<file path="src/rtl/inst_slot_rr_scheduler.sv">
// Round-robin grant scheduler for the inst_0..inst_N-1 slot array (IDLE/GRANT/RELEASE).
// Optional grant watchdog enabled by defining INST_SLOT_GRANT_TIMEOUT_EN.
module inst_slot_rr_scheduler #(
  parameter int NUM_REQ  = 10,
  parameter int IDX_W    = 4,
  parameter int MAX_HOLD = 64
) (
  input  logic               clk,
  input  logic               rst,
  input  logic [NUM_REQ-1:0] req,
  input  logic [NUM_REQ-1:0] done,
  output logic [NUM_REQ-1:0] gnt,
  output logic               gnt_valid,
  output logic [IDX_W-1:0]   gnt_idx,
  output logic               busy,
  output logic               timeout_pulse
);

  localparam logic [IDX_W-1:0] LAST_IDX = IDX_W'(NUM_REQ - 1);

  if (NUM_REQ < 2 || NUM_REQ > 16 || (1 << IDX_W) < NUM_REQ || MAX_HOLD < 2) begin : g_bad_cfg
    $error("inst_slot_rr_scheduler: illegal parameter combination");
  end

  typedef enum logic [1:0] {
    IDLE    = 2'd0,
    GRANT   = 2'd1,
    RELEASE = 2'd2
  } state_t;

  state_t             state, state_n;
  logic [NUM_REQ-1:0] gnt_n;
  logic [IDX_W-1:0]   gnt_idx_n;
  logic [IDX_W-1:0]   last_idx, last_idx_n;
  logic               timeout_n;
  logic               hold_hit;
  logic               found;
  logic [IDX_W-1:0]   sel;
  logic               owner_done;
  logic               owner_req;
  logic               released;

`ifdef INST_SLOT_GRANT_TIMEOUT_EN
  localparam int CNT_W = $clog2(MAX_HOLD) + 1;
  logic [CNT_W-1:0] hold_cnt;

  // Counter is zero in IDLE/RELEASE, so it reads 0 on the first GRANT cycle.
  always_ff @(posedge clk) begin
    if (rst || state != GRANT) hold_cnt <= '0;
    else                       hold_cnt <= hold_cnt + 1'b1;
  end

  assign hold_hit = (hold_cnt == CNT_W'(MAX_HOLD - 1));
`else
  assign hold_hit = 1'b0;
`endif

  assign owner_done = |(done & gnt);
  assign owner_req  = |(req & gnt);
  assign released   = owner_done || !owner_req;

  // Search from last_idx+1 upward, wrapping by compare so out-of-range indices never appear.
  always_comb begin
    int unsigned idx;
    logic [IDX_W-1:0] cand;
    found = 1'b0;
    sel   = last_idx;
    idx   = 0;
    cand  = '0;
    for (int unsigned i = 0; i < NUM_REQ; i++) begin
      idx = 32'(last_idx) + 1 + i;
      if (idx > 32'(LAST_IDX)) idx = idx - NUM_REQ;
      cand = idx[IDX_W-1:0];
      if (!found && req[cand]) begin
        found = 1'b1;
        sel   = cand;
      end
    end
  end

  always_comb begin
    state_n    = state;
    gnt_n      = gnt;
    gnt_idx_n  = gnt_idx;
    last_idx_n = last_idx;
    timeout_n  = 1'b0;
    case (state)
      IDLE: begin
        if (found) begin
          gnt_n      = '0;
          gnt_n[sel] = 1'b1;
          gnt_idx_n  = sel;
          state_n    = GRANT;
        end
      end
      GRANT: begin
        if (released || hold_hit) begin
          gnt_n      = '0;
          last_idx_n = gnt_idx;
          state_n    = RELEASE;
          timeout_n  = !released;
        end
      end
      RELEASE: state_n = IDLE;
      default: begin
        state_n = IDLE;
        gnt_n   = '0;
      end
    endcase
  end

  always_ff @(posedge clk) begin
    if (rst) begin
      state         <= IDLE;
      gnt           <= '0;
      gnt_idx       <= LAST_IDX;
      last_idx      <= LAST_IDX;
      timeout_pulse <= 1'b0;
    end else begin
      state         <= state_n;
      gnt           <= gnt_n;
      gnt_idx       <= gnt_idx_n;
      last_idx      <= last_idx_n;
      timeout_pulse <= timeout_n;
    end
  end

  assign gnt_valid = |gnt;
  assign busy      = (state != IDLE);

endmodule

</file>
<file path="config.mk">
export PLATFORM = sky130hd
export DESIGN_NAME = inst_slot_rr_scheduler
export DESIGN_NICKNAME = d
export VERILOG_FILES = /design/src/rtl/inst_slot_rr_scheduler.sv
export SDC_FILE = /design/constraint.sdc
export NUM_CORES = 1
export LEC_CHECK = 0
export ABC_AREA = 1
export CAP_MARGIN = 20
export CELL_PAD_IN_SITES_DETAIL_PLACEMENT = 1
export CELL_PAD_IN_SITES_GLOBAL_PLACEMENT = 2
export CORE_MARGIN = 4
export CORE_UTILIZATION = 33
export CTS_BUF_LIST = sky130_fd_sc_hd__clkbuf_16
export DETAILED_ROUTE_END_ITERATION = 6
export HOLD_SLACK_MARGIN = 0.03
export PLACE_DENSITY_LB_ADDON = 0.05
export SYNTH_ARGS = -nofsm -noshare
export SYNTH_HDL_FRONTEND = slang
export SYNTH_SLANG_ARGS = --single-unit
</file>
<file path="constraint.sdc">
create_clock -name clk -period 11 [get_ports clk]
set_input_delay 2.2 -clock clk [delete_from_list [all_inputs] [get_ports clk]]
set_output_delay 2.2 -clock clk [all_outputs]
set_load 0.01 [all_outputs]
</file>
==> Word level (Yosys, flattened, before mapping) <==
Index checks and enable logic that the tools add are counted.
W data, S select, Z words.
{ "totals": {"reg_bits": 21, "word_cells": 146, "output_inout_bits": 17} }
{ "classes": {"addsub": 20, "eq_ne": 4, "n_bitwise": 5, "reduce_logical": 32, "n_mux": 58, "magnitude_cmp": 22} }
{ "ops": {"columns": ["cell", "n"], "rows": [
  ["$mux W4", 20],
  ["$lt A4 B5 Y1 const B", 11],
  ["$gt A6 B4 Y1 const B", 9],
  ["$bmux W1 S4", 10],
  ["$sub A4 B4 Y4 const B", 10],
  ["$pmux W10 S3", 1],
  ["$reduce_or A10 Y1", 3],
  ["$add A5 B3 Y6 const B", 4],
  ["$mux W1", 21],
  ["$and A10 B10 Y10", 2],
  ["$mux W10", 2],
  ["$add A5 B2 Y6 const B", 2],
  ["$add A5 B4 Y6 const B", 2],
  ["$logic_not A1 Y1", 11],
  ["$logic_and A1 B1 Y1", 10],
  ["$add A5 B1 Y6 const B", 1],
  ["$reduce_and A2 Y1", 3],
  ["$add A4 B1 Y5 const B", 1],
  ["$gt A5 B4 Y1 const B", 1],
  ["$demux W1 S4", 1],
  ["$ge A4 B1 Y1 const B", 1],
  ["$mux W2", 2],
  ["$ne A2 B2 Y1 const B", 2],
  ["$pmux W2 S2", 1],
  ["8 further kinds", 10]
]} }

==> Logic depth before layout (Yosys ltp) <==
{ "depth": {"depth_word": 39, "mapped_depth": 33} }

==> Worst setup path before layout <==
OpenSTA, ideal clock, no wires.
{ "synth_path": {"path_type": "input to register", "start": "in req[6]", "end": "reg gnt[2]", "path_buffers": 0, "required_ns": 10.930, "path_stages": 18, "path_slack_ns": 6.629, "t_arrival_ns": 4.301, "cell_sequence": "or2_2 -> o21ai_0 -> nand3_1 -> nand3_1 -> nand3_1 -> nand2_2 -> nand3_4 -> nor2_8 -> nand4_4 -> nor2_8 -> nand3_4 -> o21ai_2 -> inv_1 -> nand2_2 -> nand2_2 -> nor2_4 -> nand3_1 -> a21oi_1"} }
{ "synth_between": {"elab_chain_len": 36} }
{ "synth_lines": {"columns": ["element", "line", "source"], "rows": [
  ["start: declaration", "10", "input logic [NUM_REQ-1:0] req,"],
  ["$bmux W1 S4", "74", "if (!found && req[cand]) begin"],
  ["$mux W1 (not written as such)", "74", null],
  ["$mux W1", "74", null],
  ["$logic_not A1 Y1", "74", null],
  ["$logic_and A1 B1 Y1", "74", null],
  ["$mux W1", "74", null],
  ["$logic_not A1 Y1", "74", null],
  ["$logic_and A1 B1 Y1", "74", null],
  ["[... 20 more ...]", null, null],
  ["$logic_and A1 B1 Y1", "74", null],
  ["$mux W4", "74", null],
  ["$lt A4 B5 Y1 (not written as such) or $ge A4 B1 Y1 (tied branches)", "91", "gnt_n[sel] = 1'b1;"],
  ["$logic_and A1 B1 Y1 (not written as such)", "91", null],
  ["$mux W1 (not written as such)", "91", null],
  ["$demux W1 S4", "91", null],
  ["$mux W10", "89", "if (found) begin"],
  ["$pmux W10 S3", "87", "case (state)"],
  ["end signal: assignment", "121", "gnt <= gnt_n;"],
  ["end: declaration", "12", "output logic [NUM_REQ-1:0] gnt,"]
]} }
Several ways; a longest one is shown, not always the timed one. The select of a mux whose other input is x is not followed.
A chain may end at the register's enable or synchronous reset.

==> Worst setup path in the final report <==
{ "layout_path": {"start": "in req[1]", "end": "reg gnt[4]"} }
The elaborated chain is that of the path after synthesis.

==> run summary <==
CTS sink count - 21
final setup violation count - 0
worst setup path startpoint - req[1]
worst slew pin tran - 0.859 ns
ys async rst share - 0%
Clk pin slew, worst setup/hold paths - 0.06 ns
boundary pin count - 39
ANT nets after route - 0
Worst path top cell family by delay - simple AND/OR/NAND/NOR gates
Vias/cell - 5.29
Rows - 38
Setup Crit Path Kind - in2reg
post-CTS setup buffers - 0
min cycle time layout - 5.23 ns
Remaining DRCs - 0
Slew HR - 42.2%
Post-DP HPWL - 11.5 mm
area grow syn2layout - 15.6%
Initial Util - 33.8%
Final nets - 689
Via Count - 4160
initial DRC count - 202
Post-DP Area - 4150 sq um
Root Buffer - clkbuf_16
Final Max Slew Viols - 0
CTS tree - built
Post-synth EDFFs - 0
Setup Skew - 0.00116 ns
Max Cap Viol - 0
RR Startpoint - last_idx[1]
Worst EP required - 11.18 ns
first-pass GRT wire length - 22.0 mm
Crit path largest cell delay - 0.44 ns
Post-CTS Hold Buffers - 0
CP max-delay cell - clkdlybuf4s50_1
CTS HTree Levels - 1
GPL Wtd Cong - 0.901
layout cells sized above 1 - 14.8%
Synth Instances - 615
yosys warns - 0
hold crit path type - reg2reg
critical path depth in cells - 21
R2R setup slack - 6.00 ns
vias in the first global route - 4220
CP Capture Type - flop
die area - 12800 sq um
Syn Area/Cell - 5.95 sq um
crit share post-route - 47.6%
status - completed
PortBufs - 38
RSZ-0062 raised after global routing - no
Finished Cell Area - 4230 sq um
startpoint types - input pin
Synth Cell Area - 3660 sq um
chip width - 113 um
Hold Vio Cnt, Final - 0
CP Cell Sequence - clkdlybuf4s50_1, or2_2, o21ai_0, inv_1, nand3_1, nand3_1, nand3_2, nand2_2, nor2_4, nand2_1, o21ai_1, o21ai_1, nand2_1, o21ai_1, o21ai_0, nand2_1, a21oi_2, inv_2, nor2_1, nand2_1, a21oi_1
routed wire length - 13.5 mm
Achievable Freq - 191 MHz
crit-path max FO - 7
FF-to-FF End - gnt[4]
Synth Flop Type - dfxtp_1
core area - 10800 sq um
Inserted Diodes - 0
grt total ovfl - 0
GRT Overall Usage - 21.3%
Synth cell types - 50
largest net degree at the start of global routing - 28
Area contributors post-synth - nand2_1 17%, dfxtp_1 11%, nand3_1 11%
largest buffer count on any clock path - 2
Syn Nets - 656
CP Data Arrival Time - 5.41 ns
Worst Reg-to-Reg Cells - 22
Num CTS Buffers - 3
WL/cell - 17.1 um
Yosys reg bits - 21
area leader, netlist - nand2_1
Pre-antenna DRT Iters - 4
number of antenna violations at the first check in global routing - 0
Seq/Total Area, Yosys - 11.5%
Critical path buffers and inverters - 3
Clk Latency, worst-skew pair - 0.26 ns
setup TNS - 0 ns
CP most frequent cell - nand2_1
CP Capture Point - gnt[4]
share of Yosys cell area claimed by the top area cell type - 17.4%
Resized cells post-CTS - 0
Die Height - 113 um
==> tightest hold or removal path, stage by stage (launching register included) <==
cell and delay (ns):
dfxtp_1 0.33, nand2_1 0.07, a21oi_1 0.05
==> stage by stage <==
step | setup WS [ns] | cells | hold WS (ns) | util [%]
floorplan | 6.63 | 615 | 0.466 | -
global placement | 5.53 | 783 | 0.497 | 38.3
detailed placement | 5.51 | 783 | 0.498 | 38.3
CTS | 5.76 | 787 | 0.505 | 39.0
global route | 5.32 | 787 | 0.541 | 39.0
finish | 5.77 | 787 | 0.501 | 39.0
==> layout by cell type, fill, tap and decap left out, types with 3 or more instances in the layout <==
cell / n
ha_1: 19
nor2_8: 3
nand4_1: 17
dfxtp_1: 21
xor2_1: 8
nand2_2: 22
o21ai_2: 3
nand2_1: 170
inv_2: 15
nor2_4: 3
o21ai_0: 34
nand3_1: 79
clkbuf_16: 3
inv_1: 65
clkdlybuf4s50_1: 38
a21oi_1: 19
o21ai_1: 13
nand3b_1: 5
nand3_2: 9
nand2_4: 10
nor2_1: 38
o211ai_1: 6
a21oi_2: 3
nor2_2: 4
or2_2: 6
xor2_2: 3
==> synth_stat cells, drive strengths merged, types with 3 or more instances <==
cell and number:
a21oi 22, o21ai 50, xor2 11, o211ai 6, nand3b 5, nand2 202, xnor2 3, nand4 20
nand3 90, nor2 48, inv 81, buf 9, or2 8, dfxtp 21, ha 19
==> cell families (layout without fill, tap and decap cells) <==
logic type | Yosys count | count (layout) | synth area share (%)
AO/OA/AOI/OAI | 89 | 89 | 14.3
AND/OR/NAND/NOR | 377 | 377 | 52.9
buffers and inverters | 94 | 126 | 10.6
XOR/XNOR | 14 | 14 | 4.17
other | 1 | 1 | 0.102
flip-flops | 21 | 21 | 11.5
adder cells (fa/ha/maj) | 19 | 19 | 6.49
==> area by class of cell <==
class,instances,area [sq um]
clock inverters,1,5.00
inverters,83,314
fillers,1485,6610
multi-input cells,500,2850
clock buffers,3,75.1
well taps,140,175
flip-flops and latches,21,420
repair buffers,39,388
==> registers in the layout (all words and copies together), names as in the netlist <==
name	cells
timeout_pulse	1
gnt	10
state	2
gnt_idx	4
last_idx	4
==> metal layers <==
layer  GRT usage (%)  share of wire [%]  vias up
li1                -                  -     2085
met1            29.9                 48     1998
met2            35.9                 47       63
met3            1.55                2.8       14
met4            4.41                1.4        0
met5               0                  0        -
==> worst min path at each step <==
| stage | from | to | slack (ns) | cells after the start |
|---|---|---|---|---|
| after floorplan | state[0] | state[0] | 0.47 | 2 |
| after global placement | state[0] | state[0] | 0.50 | 2 |
| after detailed placement | state[0] | state[0] | 0.50 | 2 |
| after CTS | state[0] | state[0] | 0.51 | 2 |
| after global routing | state[0] | state[0] | 0.54 | 2 |
| final | state[0] | state[0] | 0.50 | 2 |
Power is not shown: default switching activity piles up to over one toggle a cycle in this logic, so the estimate is an artifact.
